### src/rtl/systolic_pkg.sv
// Shared types and constants for the systolic array sequencer.
// No ports: provides the FSM state enum, operand/result widths, the
// length of the array clear phase and the skewed feed length helper.
package systolic_pkg;

    typedef enum logic [2:0] {IDLE, CLEAR, FEED, WAIT, DONE} state_t;

    localparam int OPW          = 8;
    localparam int RESW         = 16;
    localparam int CLEAR_CYCLES = 2;

    // Cycles needed to push K operands through the last diagonal of an NxN array.
    function automatic int feed_len(input int n, input int k);
        return k + 2 * (n - 1);
    endfunction

endpackage

### src/rtl/systolic_array_sequencer_if.sv
// Bundle of every non-clock signal of the sequencer.
//   host side : wr_en, wr_sel, wr_addr, wr_data, start, busy
//   array side: arr_rst, arr_a, arr_b, arr_pdone, arr_out
//   result    : res_valid, res_ready, res_data, err_timeout
// slave  = the sequencer itself, master = host plus array environment.
interface systolic_array_sequencer_if #(
    parameter int N = 2,
    parameter int K = 2
);
    import systolic_pkg::*;

    localparam int AW = (N * K > 1) ? $clog2(N * K) : 1;

    logic                          wr_en;
    logic                          wr_sel;
    logic [AW-1:0]                 wr_addr;
    logic [OPW-1:0]                wr_data;
    logic                          start;
    logic                          busy;
    logic                          arr_rst;
    logic [N-1:0][OPW-1:0]         arr_a;
    logic [N-1:0][OPW-1:0]         arr_b;
    logic [N*N-1:0]                arr_pdone;
    logic [N*N-1:0][RESW-1:0]      arr_out;
    logic                          res_valid;
    logic                          res_ready;
    logic [N*N-1:0][RESW-1:0]      res_data;
    logic                          err_timeout;

    modport slave (
        input  wr_en, wr_sel, wr_addr, wr_data, start, arr_pdone, arr_out, res_ready,
        output busy, arr_rst, arr_a, arr_b, res_valid, res_data, err_timeout
    );

    modport master (
        output wr_en, wr_sel, wr_addr, wr_data, start, arr_pdone, arr_out, res_ready,
        input  busy, arr_rst, arr_a, arr_b, res_valid, res_data, err_timeout
    );

endinterface

### src/rtl/skew_feeder.sv
// Diagonal-skew operand feeder for an NxN systolic array.
//   clk, rst : clock, async active-high reset (clears operands)
//   load     : next cycle is a feed cycle; otherwise operands go to zero
//   t        : feed step that will be on the pins next cycle
//   a_buf    : A operands, row-major A[i][k] at i*K+k
//   b_buf    : B operands, row-major B[k][j] at k*N+j
//   arr_a    : registered row operands,    arr_a[i] = A[i][t-i]
//   arr_b    : registered column operands, arr_b[j] = B[t-j][j]
module skew_feeder
    import systolic_pkg::*;
#(
    parameter int N  = 2,
    parameter int K  = 2,
    parameter int TW = 4
) (
    input  logic                       clk,
    input  logic                       rst,
    input  logic                       load,
    input  logic [TW-1:0]              t,
    input  logic [N*K-1:0][OPW-1:0]    a_buf,
    input  logic [N*K-1:0][OPW-1:0]    b_buf,
    output logic [N-1:0][OPW-1:0]      arr_a,
    output logic [N-1:0][OPW-1:0]      arr_b
);

    localparam int DEPTH = N * K;
    localparam int AW    = (DEPTH > 1) ? $clog2(DEPTH) : 1;

    logic [N-1:0][OPW-1:0] a_nxt;
    logic [N-1:0][OPW-1:0] b_nxt;
    int                    d;
    logic [AW-1:0]         ai;
    logic [AW-1:0]         bi;

    // Lane i (or j) lags lane 0 by i steps; outside its K-step window it feeds zero.
    always_comb begin
        a_nxt = '0;
        b_nxt = '0;
        d     = 0;
        ai    = '0;
        bi    = '0;
        for (int i = 0; i < N; i++) begin
            d = int'(t) - i;
            if (load && d >= 0 && d < K) begin
                ai       = AW'(i * K + d);
                a_nxt[i] = a_buf[ai];
            end
        end
        for (int j = 0; j < N; j++) begin
            d = int'(t) - j;
            if (load && d >= 0 && d < K) begin
                bi       = AW'(d * N + j);
                b_nxt[j] = b_buf[bi];
            end
        end
    end

    always_ff @(posedge clk or posedge rst) begin
        if (rst) begin
            arr_a <= '0;
            arr_b <= '0;
        end else begin
            arr_a <= a_nxt;
            arr_b <= b_nxt;
        end
    end

endmodule

### src/rtl/systolic_array_sequencer.sv
// Sequencer for one NxN systolic array multiplier: buffers A (NxK) and
// B (KxN) from the host, clears the array, streams skewed operands,
// waits for all PDONE bits (or TIMEOUT cycles) and holds the captured
// results behind a valid/ready handshake.
//   clk, rst : clock, async active-high reset
//   bus      : systolic_array_sequencer_if.slave (host, array and result signals)
//
// state | meaning
// IDLE  | accept operand writes, wait for start
// CLEAR | arr_rst high for CLEAR_CYCLES cycles
// FEED  | skewed operands on arr_a/arr_b, t = 0..F-1
// WAIT  | operands zero, wait for all PDONE or timeout
// DONE  | results valid, wait for res_ready
module systolic_array_sequencer
    import systolic_pkg::*;
#(
    parameter int N       = 2,
    parameter int K       = 2,
    parameter int TIMEOUT = 64
) (
    input  logic                       clk,
    input  logic                       rst,
    systolic_array_sequencer_if.slave  bus
);

    localparam int F     = feed_len(N, K);
    localparam int CMAX0 = (F > TIMEOUT) ? F : TIMEOUT;
    localparam int CMAX  = (CMAX0 > CLEAR_CYCLES) ? CMAX0 : CLEAR_CYCLES;
    localparam int CW    = $clog2(CMAX + 1);
    localparam int DEPTH = N * K;

    state_t                      state, state_nxt;
    logic [CW-1:0]               cnt, cnt_nxt;
    logic [CW-1:0]               t_nxt;
    logic [DEPTH-1:0][OPW-1:0]   a_buf;
    logic [DEPTH-1:0][OPW-1:0]   b_buf;
    logic [N*N-1:0][RESW-1:0]    res_q;
    logic                        res_valid_q;
    logic                        err_q;
    logic                        arr_rst_q;
    logic                        all_done;
    logic                        capture;
    logic                        timeout_hit;

    assign all_done = &bus.arr_pdone;

    // Operand buffers carry no reset; their content is undefined after rst.
    always_ff @(posedge clk) begin
        if (state == IDLE && bus.wr_en && int'(bus.wr_addr) < DEPTH) begin
            if (bus.wr_sel) b_buf[bus.wr_addr] <= bus.wr_data;
            else            a_buf[bus.wr_addr] <= bus.wr_data;
        end
    end

    // cnt is a down-counter loaded with (phase length - 1); phases end at zero.
    always_comb begin
        state_nxt   = state;
        cnt_nxt     = cnt;
        capture     = 1'b0;
        timeout_hit = 1'b0;
        unique case (state)
            IDLE: begin
                if (bus.start) begin
                    state_nxt = CLEAR;
                    cnt_nxt   = CW'(CLEAR_CYCLES - 1);
                end
            end
            CLEAR: begin
                if (cnt == '0) begin
                    state_nxt = FEED;
                    cnt_nxt   = CW'(F - 1);
                end else begin
                    cnt_nxt = cnt - 1'b1;
                end
            end
            FEED: begin
                if (cnt == '0) begin
                    state_nxt = WAIT;
                    cnt_nxt   = CW'(TIMEOUT - 1);
                end else begin
                    cnt_nxt = cnt - 1'b1;
                end
            end
            WAIT: begin
                if (all_done || cnt == '0) begin
                    capture     = 1'b1;
                    timeout_hit = !all_done;
                    state_nxt   = DONE;
                    cnt_nxt     = '0;
                end else begin
                    cnt_nxt = cnt - 1'b1;
                end
            end
            DONE: begin
                if (res_valid_q && bus.res_ready) state_nxt = IDLE;
            end
            default: state_nxt = IDLE;
        endcase
    end

    always_ff @(posedge clk or posedge rst) begin
        if (rst) begin
            state       <= IDLE;
            cnt         <= '0;
            arr_rst_q   <= 1'b0;
            res_valid_q <= 1'b0;
            err_q       <= 1'b0;
            res_q       <= '0;
        end else begin
            state     <= state_nxt;
            cnt       <= cnt_nxt;
            arr_rst_q <= (state_nxt == CLEAR);
            if (capture) begin
                res_q       <= bus.arr_out;
                res_valid_q <= 1'b1;
            end else if (state == DONE && bus.res_ready) begin
                res_valid_q <= 1'b0;
            end
            if (state == IDLE && bus.start) err_q <= 1'b0;
            else if (timeout_hit)           err_q <= 1'b1;
        end
    end

    // Feed step for the next cycle, so the registered operands line up with t.
    assign t_nxt = CW'(F - 1) - cnt_nxt;

    skew_feeder #(.N(N), .K(K), .TW(CW)) u_feeder (
        .clk   (clk),
        .rst   (rst),
        .load  (state_nxt == FEED),
        .t     (t_nxt),
        .a_buf (a_buf),
        .b_buf (b_buf),
        .arr_a (bus.arr_a),
        .arr_b (bus.arr_b)
    );

    assign bus.busy        = (state != IDLE);
    assign bus.arr_rst     = arr_rst_q;
    assign bus.res_valid   = res_valid_q;
    assign bus.res_data    = res_q;
    assign bus.err_timeout = err_q;

endmodule

### src/flat_wrapper.sv
// flat-port wrapper written by rule: the top's interface ports become plain ports
module systolic_array_sequencer_flat import systolic_pkg::*;
#(
    parameter int N       = 2,
    parameter int K       = 2,
    parameter int TIMEOUT = 64
)
  (clk, rst, bus_wr_en, bus_wr_sel, bus_wr_addr, bus_wr_data, bus_start, bus_arr_pdone, bus_arr_out, bus_res_ready, bus_busy, bus_arr_rst, bus_arr_a, bus_arr_b, bus_res_valid, bus_res_data, bus_err_timeout);
  systolic_array_sequencer_if #(.N(N), .K(K)) bus_i ();
  input  logic clk;
  input  logic rst;
  input wire logic [$bits(bus_i.wr_en)-1:0] bus_wr_en;
  input wire logic [$bits(bus_i.wr_sel)-1:0] bus_wr_sel;
  input wire logic [$bits(bus_i.wr_addr)-1:0] bus_wr_addr;
  input wire logic [$bits(bus_i.wr_data)-1:0] bus_wr_data;
  input wire logic [$bits(bus_i.start)-1:0] bus_start;
  input wire logic [$bits(bus_i.arr_pdone)-1:0] bus_arr_pdone;
  input wire logic [$bits(bus_i.arr_out)-1:0] bus_arr_out;
  input wire logic [$bits(bus_i.res_ready)-1:0] bus_res_ready;
  output wire logic [$bits(bus_i.busy)-1:0] bus_busy;
  output wire logic [$bits(bus_i.arr_rst)-1:0] bus_arr_rst;
  output wire logic [$bits(bus_i.arr_a)-1:0] bus_arr_a;
  output wire logic [$bits(bus_i.arr_b)-1:0] bus_arr_b;
  output wire logic [$bits(bus_i.res_valid)-1:0] bus_res_valid;
  output wire logic [$bits(bus_i.res_data)-1:0] bus_res_data;
  output wire logic [$bits(bus_i.err_timeout)-1:0] bus_err_timeout;
  assign bus_i.wr_en = bus_wr_en;
  assign bus_i.wr_sel = bus_wr_sel;
  assign bus_i.wr_addr = bus_wr_addr;
  assign bus_i.wr_data = bus_wr_data;
  assign bus_i.start = bus_start;
  assign bus_i.arr_pdone = bus_arr_pdone;
  assign bus_i.arr_out = bus_arr_out;
  assign bus_i.res_ready = bus_res_ready;
  assign bus_busy = bus_i.busy;
  assign bus_arr_rst = bus_i.arr_rst;
  assign bus_arr_a = bus_i.arr_a;
  assign bus_arr_b = bus_i.arr_b;
  assign bus_res_valid = bus_i.res_valid;
  assign bus_res_data = bus_i.res_data;
  assign bus_err_timeout = bus_i.err_timeout;
  systolic_array_sequencer #(.N(N), .K(K), .TIMEOUT(TIMEOUT)) u_core (.clk(clk), .rst(rst), .bus(bus_i));
endmodule
### config.mk
export PLATFORM = sky130hd
export DESIGN_NAME = systolic_array_sequencer_flat
export DESIGN_NICKNAME = d
export VERILOG_FILES = /design/src/rtl/systolic_pkg.sv /design/src/rtl/systolic_array_sequencer_if.sv /design/src/rtl/skew_feeder.sv /design/src/rtl/systolic_array_sequencer.sv /design/src/flat_wrapper.sv
export SDC_FILE = /design/constraint.sdc
export NUM_CORES = 1
export LEC_CHECK = 0
export CAP_MARGIN = 10
export CORE_MARGIN = 5
export CORE_UTILIZATION = 45
export DETAILED_ROUTE_END_ITERATION = 10
export GPL_ROUTABILITY_DRIVEN = 0
export GPL_TIMING_DRIVEN = 0
export HOLD_SLACK_MARGIN = 0.1
export PLACE_DENSITY = 0.82
export SLEW_MARGIN = 20
export SYNTH_ARGS = -nofsm -noshare
export SYNTH_HDL_FRONTEND = slang
export SYNTH_HIERARCHICAL = 1
export SYNTH_SLANG_ARGS = --single-unit
### constraint.sdc
create_clock -name clk -period 8 [get_ports clk]
set_input_delay 1.6 -clock clk [delete_from_list [all_inputs] [get_ports clk]]
set_output_delay 1.6 -clock clk [all_outputs]
set_load 0.05 [all_outputs]
Word level (Yosys, flattened, before mapping)
Cells that the tools add are included.

$add $sub $neg: 5. Magnitude comparators: 10. Equal/unequal tests: 6. Mux-type cells: 35. Bitwise logic cells: 1. Reduce and logical (&&, ||, !) cells: 19.

Operator list (number): 8-bit two-way mux (10); 32-bit bitwise mux (2); 8-bit binary-select mux with 2-bit select (3); 7-bit two-way mux (4); 7-bit one-hot mux with 4 select lines (1); 8-bit demux with 2-bit select (1); 2-bit by 3-bit < comparator with 1-bit output, second input constant (5); 3-bit two-way mux (5); 3-bit one-hot mux with 5 select lines (1); 3-bit by 2-bit == test with 1-bit output, second input constant (3); 1-bit logical AND (9); 8-bit by 1-bit >= comparator with 1-bit output, second input constant (1); 8-bit by 3-bit < comparator with 1-bit output, second input constant (1); 1-bit two-way mux (8); 7-bit by 1-bit subtractor with 8-bit output, second input constant (1); 7-bit by 1-bit >= comparator with 1-bit output, second input constant (1); 7-bit zero test (1); 7-bit by 2-bit < comparator with 1-bit output, second input constant (1); 2-bit by 7-bit subtractor with 7-bit output, first input constant (1); 7-bit by 1-bit subtractor with 7-bit output, second input constant (1); 3-bit by 1-bit == test with 1-bit output, second input constant (2); 2-bit AND reduction (2); 4-bit AND reduction (1); 2-bit nonzero test (2); other kinds (9) (9).

Bits in registers: 173. Input bits: 84. Output and inout bits: 100. Word-level logic and storage cells: 97.

Depth between registers and ports, before layout
Gate-level depths: netlist of run 1.

Depth after elaboration: 10. Mapped depth: 17.

Cells and area by module
The synthesis of run 1 kept the hierarchy.

By module, submodules not included: systolic_array_sequencer (times used 1, cells an instance 307, area each 5241.3 µm², sequential area each 3848.7 µm²); skew_feeder (times used 1, cells an instance 115, area each 1581.5 µm², sequential area each 800.8 µm²).

Worst setup path after synthesis of run 1
No wires, ideal clock.

Path type: input to register. From: input port bus_arr_pdone[2]. To: register u_core/u_feeder/arr_a[13] in the netlist's numbering. Arrival: 3814 ps. Data required time: 7881 ps. Setup slack: 4067 ps. Stages on the path: 13. Path buffers: 4. Path through: nand4_1 > a21oi_2 > a21oi_1 > a2bb2oi_1 > inv_1 > buf_6 > buf_12 > buf_2 > inv_1 > ha_1 > clkbuf_2 > mux4_2 > nor3b_2.

RTL lines: start: declaration (line flat_wrapper.sv:17) `input wire logic [$bits(bus_i.arr_pdone)-1:0] bus_arr_pdone;`; end signal: assignment (line skew_feeder.sv:63) `arr_a <= a_nxt;`; end: declaration (line skew_feeder.sv:22) `output logic [N-1:0][OPW-1:0] arr_a,`.

==> impl_metrics.ini, run 1 <==
[run_status]
outcome = complete, no violations

[floorplan]
core_um2 = 15000
die_y_um = 133
die-area_um2 = 17700
start_util_pct = 45.4
ios = 184
die_x_um = 133
rows = 45

[hold_path]
whs_path_depth = 1
hold_class = reg -> reg

[global_routing]
antenna_found_initial = 0
grt_max_degree = 42
grt-ovfl-total = 0
grt_usage_pct = 18.1
grt_pass1_wl_um = 24800
grt_pass1_vias = 4434

[clock_tree]
clk_pin_slew_worst_paths_ns = 0.07
cts_made_buffers = 17
cts_max_level = 4
insertion_delay_ns = 0.43
tritoncts = done
root_buffer = clkbuf_16
clockBufferDepth = 2
ctsResizeCount = 0
clkSinkCount = 173
ctsHoldBuffers = 0
cts_setup_buffers = 0

[drt]
wl_per_cell_um = 19.0
num_vias = 4185
first_iter_violations = 264
antenna_left = 0
via_per_inst = 5.07
wl_um = 15700
firstDrtPassIters = 4
drc = 0

[timing]
fin_skew_ns = 0.0156
slew_violations = 0
fin_crit_sh_pct = 57.0
min_period_ns = 4.56
slew_headroom_pct = 41.6
layout_setup_ws_ns = 3.44
rsz0062_at_grt = no
clock.fmax_mhz = 219
tightest_slew_ns = 0.870
timing.hold.ws_ns = 0.486
setup_tns_ns = 0
hold_viol = 0
finalSetupViolations = 0

[place]
dp_cells = 794
dp_worst_setup_slack_ns = 3.00
placed_area_um2 = 8920
port_buffers = 183
hpwl_um = 11800

[layout]
drive_gt1_share_pct = 11.9
multi_input_area_um2 = 1960
seq_area_um2 = 4650
finalNetCount = 712
fin_cells = 826
fill_cells = 1032
final_cell_area_um2 = 9570
final_cell_mix = 183 x clkdlybuf4s50_1, 109 x dfrtp_1, 64 x mux2_1, 64 x edfxtp_1, 32 x nor2_1
area_delta_synth_final_pct = 40.3
num_antenna_cells = 0
layout_commonest_cell = clkdlybuf4s50_1

[critical_path]
endpoint_kind = register
cp_max_fo = 10
criticalPathCategory = in -> reg
reg2reg_from = u_core/cnt[0]$_DFF_PP0_
cp.required_ns = 8.33
crit-reg2reg-capture = u_core/u_feeder/arr_a[14]$_DFF_PP0_
startpoint = bus_arr_pdone[2]
cp.arrival_ns = 4.89
reg2reg_slack_ns = 4.31
worst_setup_path_start_kind = primary input
crit_end = u_core/u_feeder/arr_a[14]$_DFF_PP0_
ff2ff_path_depth = 17

[synthesis]
synth_nets = 509
seq_area_frac_synth_pct = 68.1
yosys_warnings = 6
syn_inst = 422
syn_area_per_cell_um2 = 16.2
ys_ff_latch = 173
syn_area_um2 = 6820
synth.distinct_cells = 51

[power]
peakVddDrop_uv = 174
p_per_area_nw_per_um2 = 435
leakage_nw = 3.83

[run]
maxCapViolCount = 0
## synthesized netlist by cell type (all sizes together)
library cell,instances,share of area (%)
a2bb2oi,1,0.13
a22oi,1,0.11
and3b,1,0.13
o21bai,2,0.22
clkbuf,2,0.13
and2b,1,0.11
xor2,3,0.50
nand2b,2,0.18
nand3b,1,0.11
nor4b,4,0.83
a21oi,5,0.42
a31o,1,0.13
mux4,8,2.8
a311o,1,0.15
nor2,32,1.8
inv,14,0.77
and2,1,0.092
nor3,19,1.7
o21ai,1,0.073
mux2,65,11
a41oi,1,0.13
xnor2,3,0.39
o31ai,4,0.44
dfrtp,109,40
buf,17,2.4
edfxtp,64,28
mux2i,24,3.5
and3,1,0.092
nand4,2,0.18
nand2,10,0.59
nor3b,10,1.2
a211oi,2,0.37
ha,3,0.55
nand3,4,0.48
a32o,1,0.15
a221oi,1,0.22
or2,1,0.092
## per-layer routing
metal  track usage [%]  vias to the layer above  share of wire (%)
li1                  -                     1939                  -
met1              22.8                     2048                 41
met2              30.6                      184                 51
met3              5.40                       14                6.6
met4              5.37                        0                1.2
met5                 0                        -                  0
## logic make-up after synthesis
group	after synthesis	share of synthesized area, %
AO/OA/AOI/OAI	21	2.53
XOR/XNOR	6	0.880
adder cells (fa/ha/maj)	3	0.550
buffers and inverters	33	3.28
flip-flops	173	68.1
multiplexers	97	17.0
AND/OR/NAND/NOR	89	7.61
## worst min path at each step
| stage | start | end | slack (ns) |
|---|---|---|---|
| after detailed placement | u_core/bus.res_data[4]$_DFFE_PP0P_ | u_core/bus.res_data[4]$_DFFE_PP0P_ | 0.47 |
| after global placement | u_core/bus.res_data[25]$_DFFE_PP0P_ | u_core/bus.res_data[25]$_DFFE_PP0P_ | 0.47 |
| after floorplan | u_core/b_buf[0]$_DFFE_PP_ | u_core/u_feeder/arr_b[0]$_DFF_PP0_ | 0.46 |
| after CTS | u_core/bus.res_data[4]$_DFFE_PP0P_ | u_core/bus.res_data[4]$_DFFE_PP0P_ | 0.49 |
| after global routing | u_core/bus.res_data[3]$_DFFE_PP0P_ | u_core/bus.res_data[3]$_DFFE_PP0P_ | 0.50 |
| final | u_core/bus.res_data[10]$_DFFE_PP0P_ | u_core/bus.res_data[10]$_DFFE_PP0P_ | 0.49 |
## power by group
group	internal [mW]	total, mW	switching, mW
logic	0.789	2.07	1.28
clock network	0.484	0.864	0.380
registers	1.12	1.23	0.108
total	2.40	4.16	1.77
## registers in the layout, indices dropped and copies added (netlist names)
name,cells
u_core/bus.res_valid,1
u_core/a_buf,32
u_core/bus.res_data,64
u_core/bus.arr_rst,1
u_core/cnt,7
u_core/u_feeder/arr_b,16
u_core/b_buf,32
u_core/u_feeder/arr_a,16
u_core/state,3
u_core/bus.err_timeout,1
## layout make-up
class / count / area share [%]
Tap cell: 188 / 2.46
Inverter: 14 / 0.575
Buffer: 19 / 1.79
Clock buffer: 17 / 4.44
Sequential cell: 173 / 48.6
Multi-Input combinational cell: 216 / 20.5
Clock inverter: 15 / 2.35
Timing Repair Buffer: 184 / 19.3
## per-stage QoR
stage,util (%),power [mW]
after global routing,63.7,4.35
after detailed placement,59.3,3.33
after global placement,59.1,3.26
final,63.7,4.16
after floorplan,-,2.69
after CTS,63.6,4.20
## critical path, stage by stage
cell             delay, ns
clkdlybuf4s50_1       0.47
nand4_1               0.25
a21oi_2               0.37
a21oi_1               0.08
a2bb2oi_1             0.16
inv_1                 0.08
buf_6                 0.16
buf_12                0.15
buf_2                 0.32
inv_1                 0.08
ha_1                  0.28
clkbuf_2              0.27
nand3_4               0.19
buf_6                 0.19
nor3b_1               0.22
(Power assumes the default switching activity.)
==> run 2: changes to the inputs <==
- clock period: 8 -> 4.5 ns (I/O delays scaled with it)
==> results of run 2 <==
The final DEF is identical to that of run 1. Status: complete, no violations.
Among the figures that moved: setup slack after placement 3.00 ns -> 0.202 ns; setup slack after layout 3.44 ns -> 0.640 ns; register-to-register setup slack 4.31 ns -> 0.81 ns; total power 4.16 mW -> 7.40 mW; worst IR drop on VDD 174 uV -> 310 uV
==> run 3: changes to the inputs <==
- PLACE_DENSITY: 0.82 -> 0.81
- SYNTH_HIERARCHICAL: 1 -> default
==> run 3 against run 2 <==
  * Power grew 0.78%
  * Combinational power grew 10%
  * Global-route usage grew 0.91 points
  * Via count grew 22%
  * Synthesized area grew 10%
  * Design area grew 7.0%
  * Die area grew 9.5%
  * Highest routed layer unchanged
  * Wire length grew 18%
  * Utilization shrank 1.5 points
  * Largest power group unchanged
  * Critical endpoint is now u_core.u_feeder.arr_b[14]$_DFF_PP0_
==> impl_metrics.ini, run 3 <==
[timing]
slew_violations = 0
hold_viol = 0
fin_crit_sh_pct = 92.9
setup_tns_ns = 0
fin_skew_ns = 0.00831
rsz0062_at_grt = no
slew_headroom_pct = 29.5
clock.fmax_mhz = 239
min_period_ns = 4.18
finalSetupViolations = 0
tightest_slew_ns = 1.05

[floorplan]
rows = 47
die-area_um2 = 19400
die_y_um = 139
start_util_pct = 45.7
die_x_um = 139
ios = 184
core_um2 = 16500

[synthesis]
synth_area_leader_cell = dfrtp_1
seq_area_frac_synth_pct = 61.8
syn_area_um2 = 7520
ys_ff_latch = 173
syn_inst = 512
syn_area_per_cell_um2 = 14.7
synth_nets = 601
async_flop_share_pct = 63.0
synth_edf_count = 64
yosysMostFrequentCell = dfrtp_1
synth_top_area_share_pct = 36.2
synth_ff_type = dfrtp_1
yosys_warnings = 0
synthTopCellsByCount = 109 x dfrtp_1, 72 x mux2_2, 64 x edfxtp_1
synth_area_leaders = dfrtp_1 36%, edfxtp_1 26%, mux2_2 11%
synth.distinct_cells = 60

[drt]
wl_um = 18500
firstDrtPassIters = 6
antenna_left = 0
via_per_inst = 5.39
first_iter_violations = 216
wl_per_cell_um = 19.5
drc = 0
num_vias = 5115

[layout]
num_antenna_cells = 0
largest_reg_flops = 64
finish.utilization_pct = 62.2
drive_gt1_share_pct = 22.9
area_delta_synth_final_pct = 36.1
final_cell_mix = 183 x clkdlybuf4s50_1, 109 x dfrtp_1, 72 x mux2_2
layout_commonest_cell = clkdlybuf4s50_1
fill_cells = 1188
finalNetCount = 805

[place]
hpwl_um = 13900
port_buffers = 183

[clock_tree]
clkSinkCount = 173
root_buffer = clkbuf_16
clk_pin_slew_worst_paths_ns = 0.06
insertion_delay_ns = 0.42
clockBufferDepth = 2
cts_max_level = 4
tritoncts = done
ctsHoldBuffers = 0
cts_made_buffers = 17

[global_routing]
grt_pass1_wl_um = 29300
grt_max_degree = 65
antenna_found_initial = 0
grt_usage_pct = 19.0
grt-ovfl-total = 0
grt_pass1_vias = 5437

[hold_path]
hold_class = reg -> reg

[critical_path]
cpPeakStageDelay_ns = 0.48
cp_max_fo = 10
worstPathCellList = clkdlybuf4s50_1, nand4_1, a22oi_1, or3_1, clkbuf_1, nand2_2, buf_2, ha_1, nand3_1, o21ai_0, xnor2_2, clkbuf_2, o211ai_1, a2111oi_2
crit_slowest_cell = clkdlybuf4s50_1
worst_setup_path_start_kind = primary input
cp.required_ns = 4.78
critPathTopFamily = buffers and inverters
endpoint_kind = register
path_buf_inv = 4
criticalPathCategory = in -> reg
cp.arrival_ns = 4.46

[power]
p_per_area_nw_per_um2 = 728
leakage_nw = 4.01
peakVddDrop_uv = 432

[run_status]
outcome = complete, no violations

[run]
maxCapViolCount = 0
==> run 3: repair_timing <==
action / CTS / global route
resized for setup: 3 / 5
pin swaps: 1 / 0
setup endpoints to repair: 11 / 10
setup buffers: 1 / 0
endpoints found under the hold margin: 0 / 0
==> run 3: routing by layer <==
metal	wire, um	vias to the layer above	global-route usage, %
met5	0	-	0
met4	514	0	7.26
met3	1100	34	4.63
met2	9510	216	33.6
met1	7380	2501	22.5
li1	-	2364	-
==> run 3: final timing paths <==
check / start / endpoint / slack, ns / depth (start not counted)
max: bus_arr_pdone[2] / u_core.u_feeder.arr_b[14]$_DFF_PP0_ / 0.32 / 14
min: u_core.bus.res_data[18]$_DFFE_PP0P_ / u_core.bus.res_data[18]$_DFFE_PP0P_ / 0.50 / 1
max reg2reg: u_core.cnt[2]$_DFF_PP0_ / u_core.u_feeder.arr_b[14]$_DFF_PP0_ / 0.41 / 14
min reg2reg: u_core.bus.res_data[18]$_DFFE_PP0P_ / u_core.bus.res_data[18]$_DFFE_PP0P_ / 0.50 / 1
max in group asynchronous: rst / u_core.bus.res_data[18]$_DFFE_PP0P_ / 2.97 / 3
min in group asynchronous: rst / u_core.bus.res_data[48]$_DFFE_PP0P_ / 0.88 / 2
==> run 3: power breakdown <==
part	switching [mW]	total, mW	internal, mW
Clock	0.596	1.32	0.723
Combinational	2.58	4.04	1.45
Sequential	0.173	2.10	1.93
Total	3.35	7.46	4.11
==> run 3: final cells by class <==
cell class | count | area, um2 | share of cell area (%)
Timing Repair Buffer | 185 | 1870 | 18.2
Clock buffer | 20 | 447 | 4.36
Sequential cell | 173 | 4650 | 45.4
Inverter | 9 | 38.8 | 0.379
Multi-Input combinational cell | 293 | 2680 | 26.2
Buffer | 37 | 191 | 1.87
Clock inverter | 12 | 88.8 | 0.868
Tap cell | 220 | 275 | 2.69
==> run 3: logic make-up (layout without fill, tap and decap cells) <==
kind of cell | after synthesis | after routing | synth area share (%)
muxes | 97 | 97 | 14.1
DFF | 173 | 173 | 61.8
adders and majority gates | 5 | 5 | 0.831
AOI/OAI and AO/OA | 104 | 104 | 13.7
xor gates and xnor gates | 2 | 2 | 0.233
buffers and inverters | 46 | 263 | 2.94
and+or+nand+nor | 85 | 85 | 6.39
==> run 3: metrics by stage <==
step                cells  cell area (um2)  power (mW)  setup WS [ns]  hold slack (ns)
global placement      915             9630        5.97         -0.675            0.486
CTS                   949            10200        7.49          0.148            0.506
floorplan             512             7520        4.99          0.726            0.589
finish                949            10200        7.46          0.320            0.504
global route          949            10200        7.86         0.0325            0.520
detailed placement    916             9660        6.11         -0.769            0.492
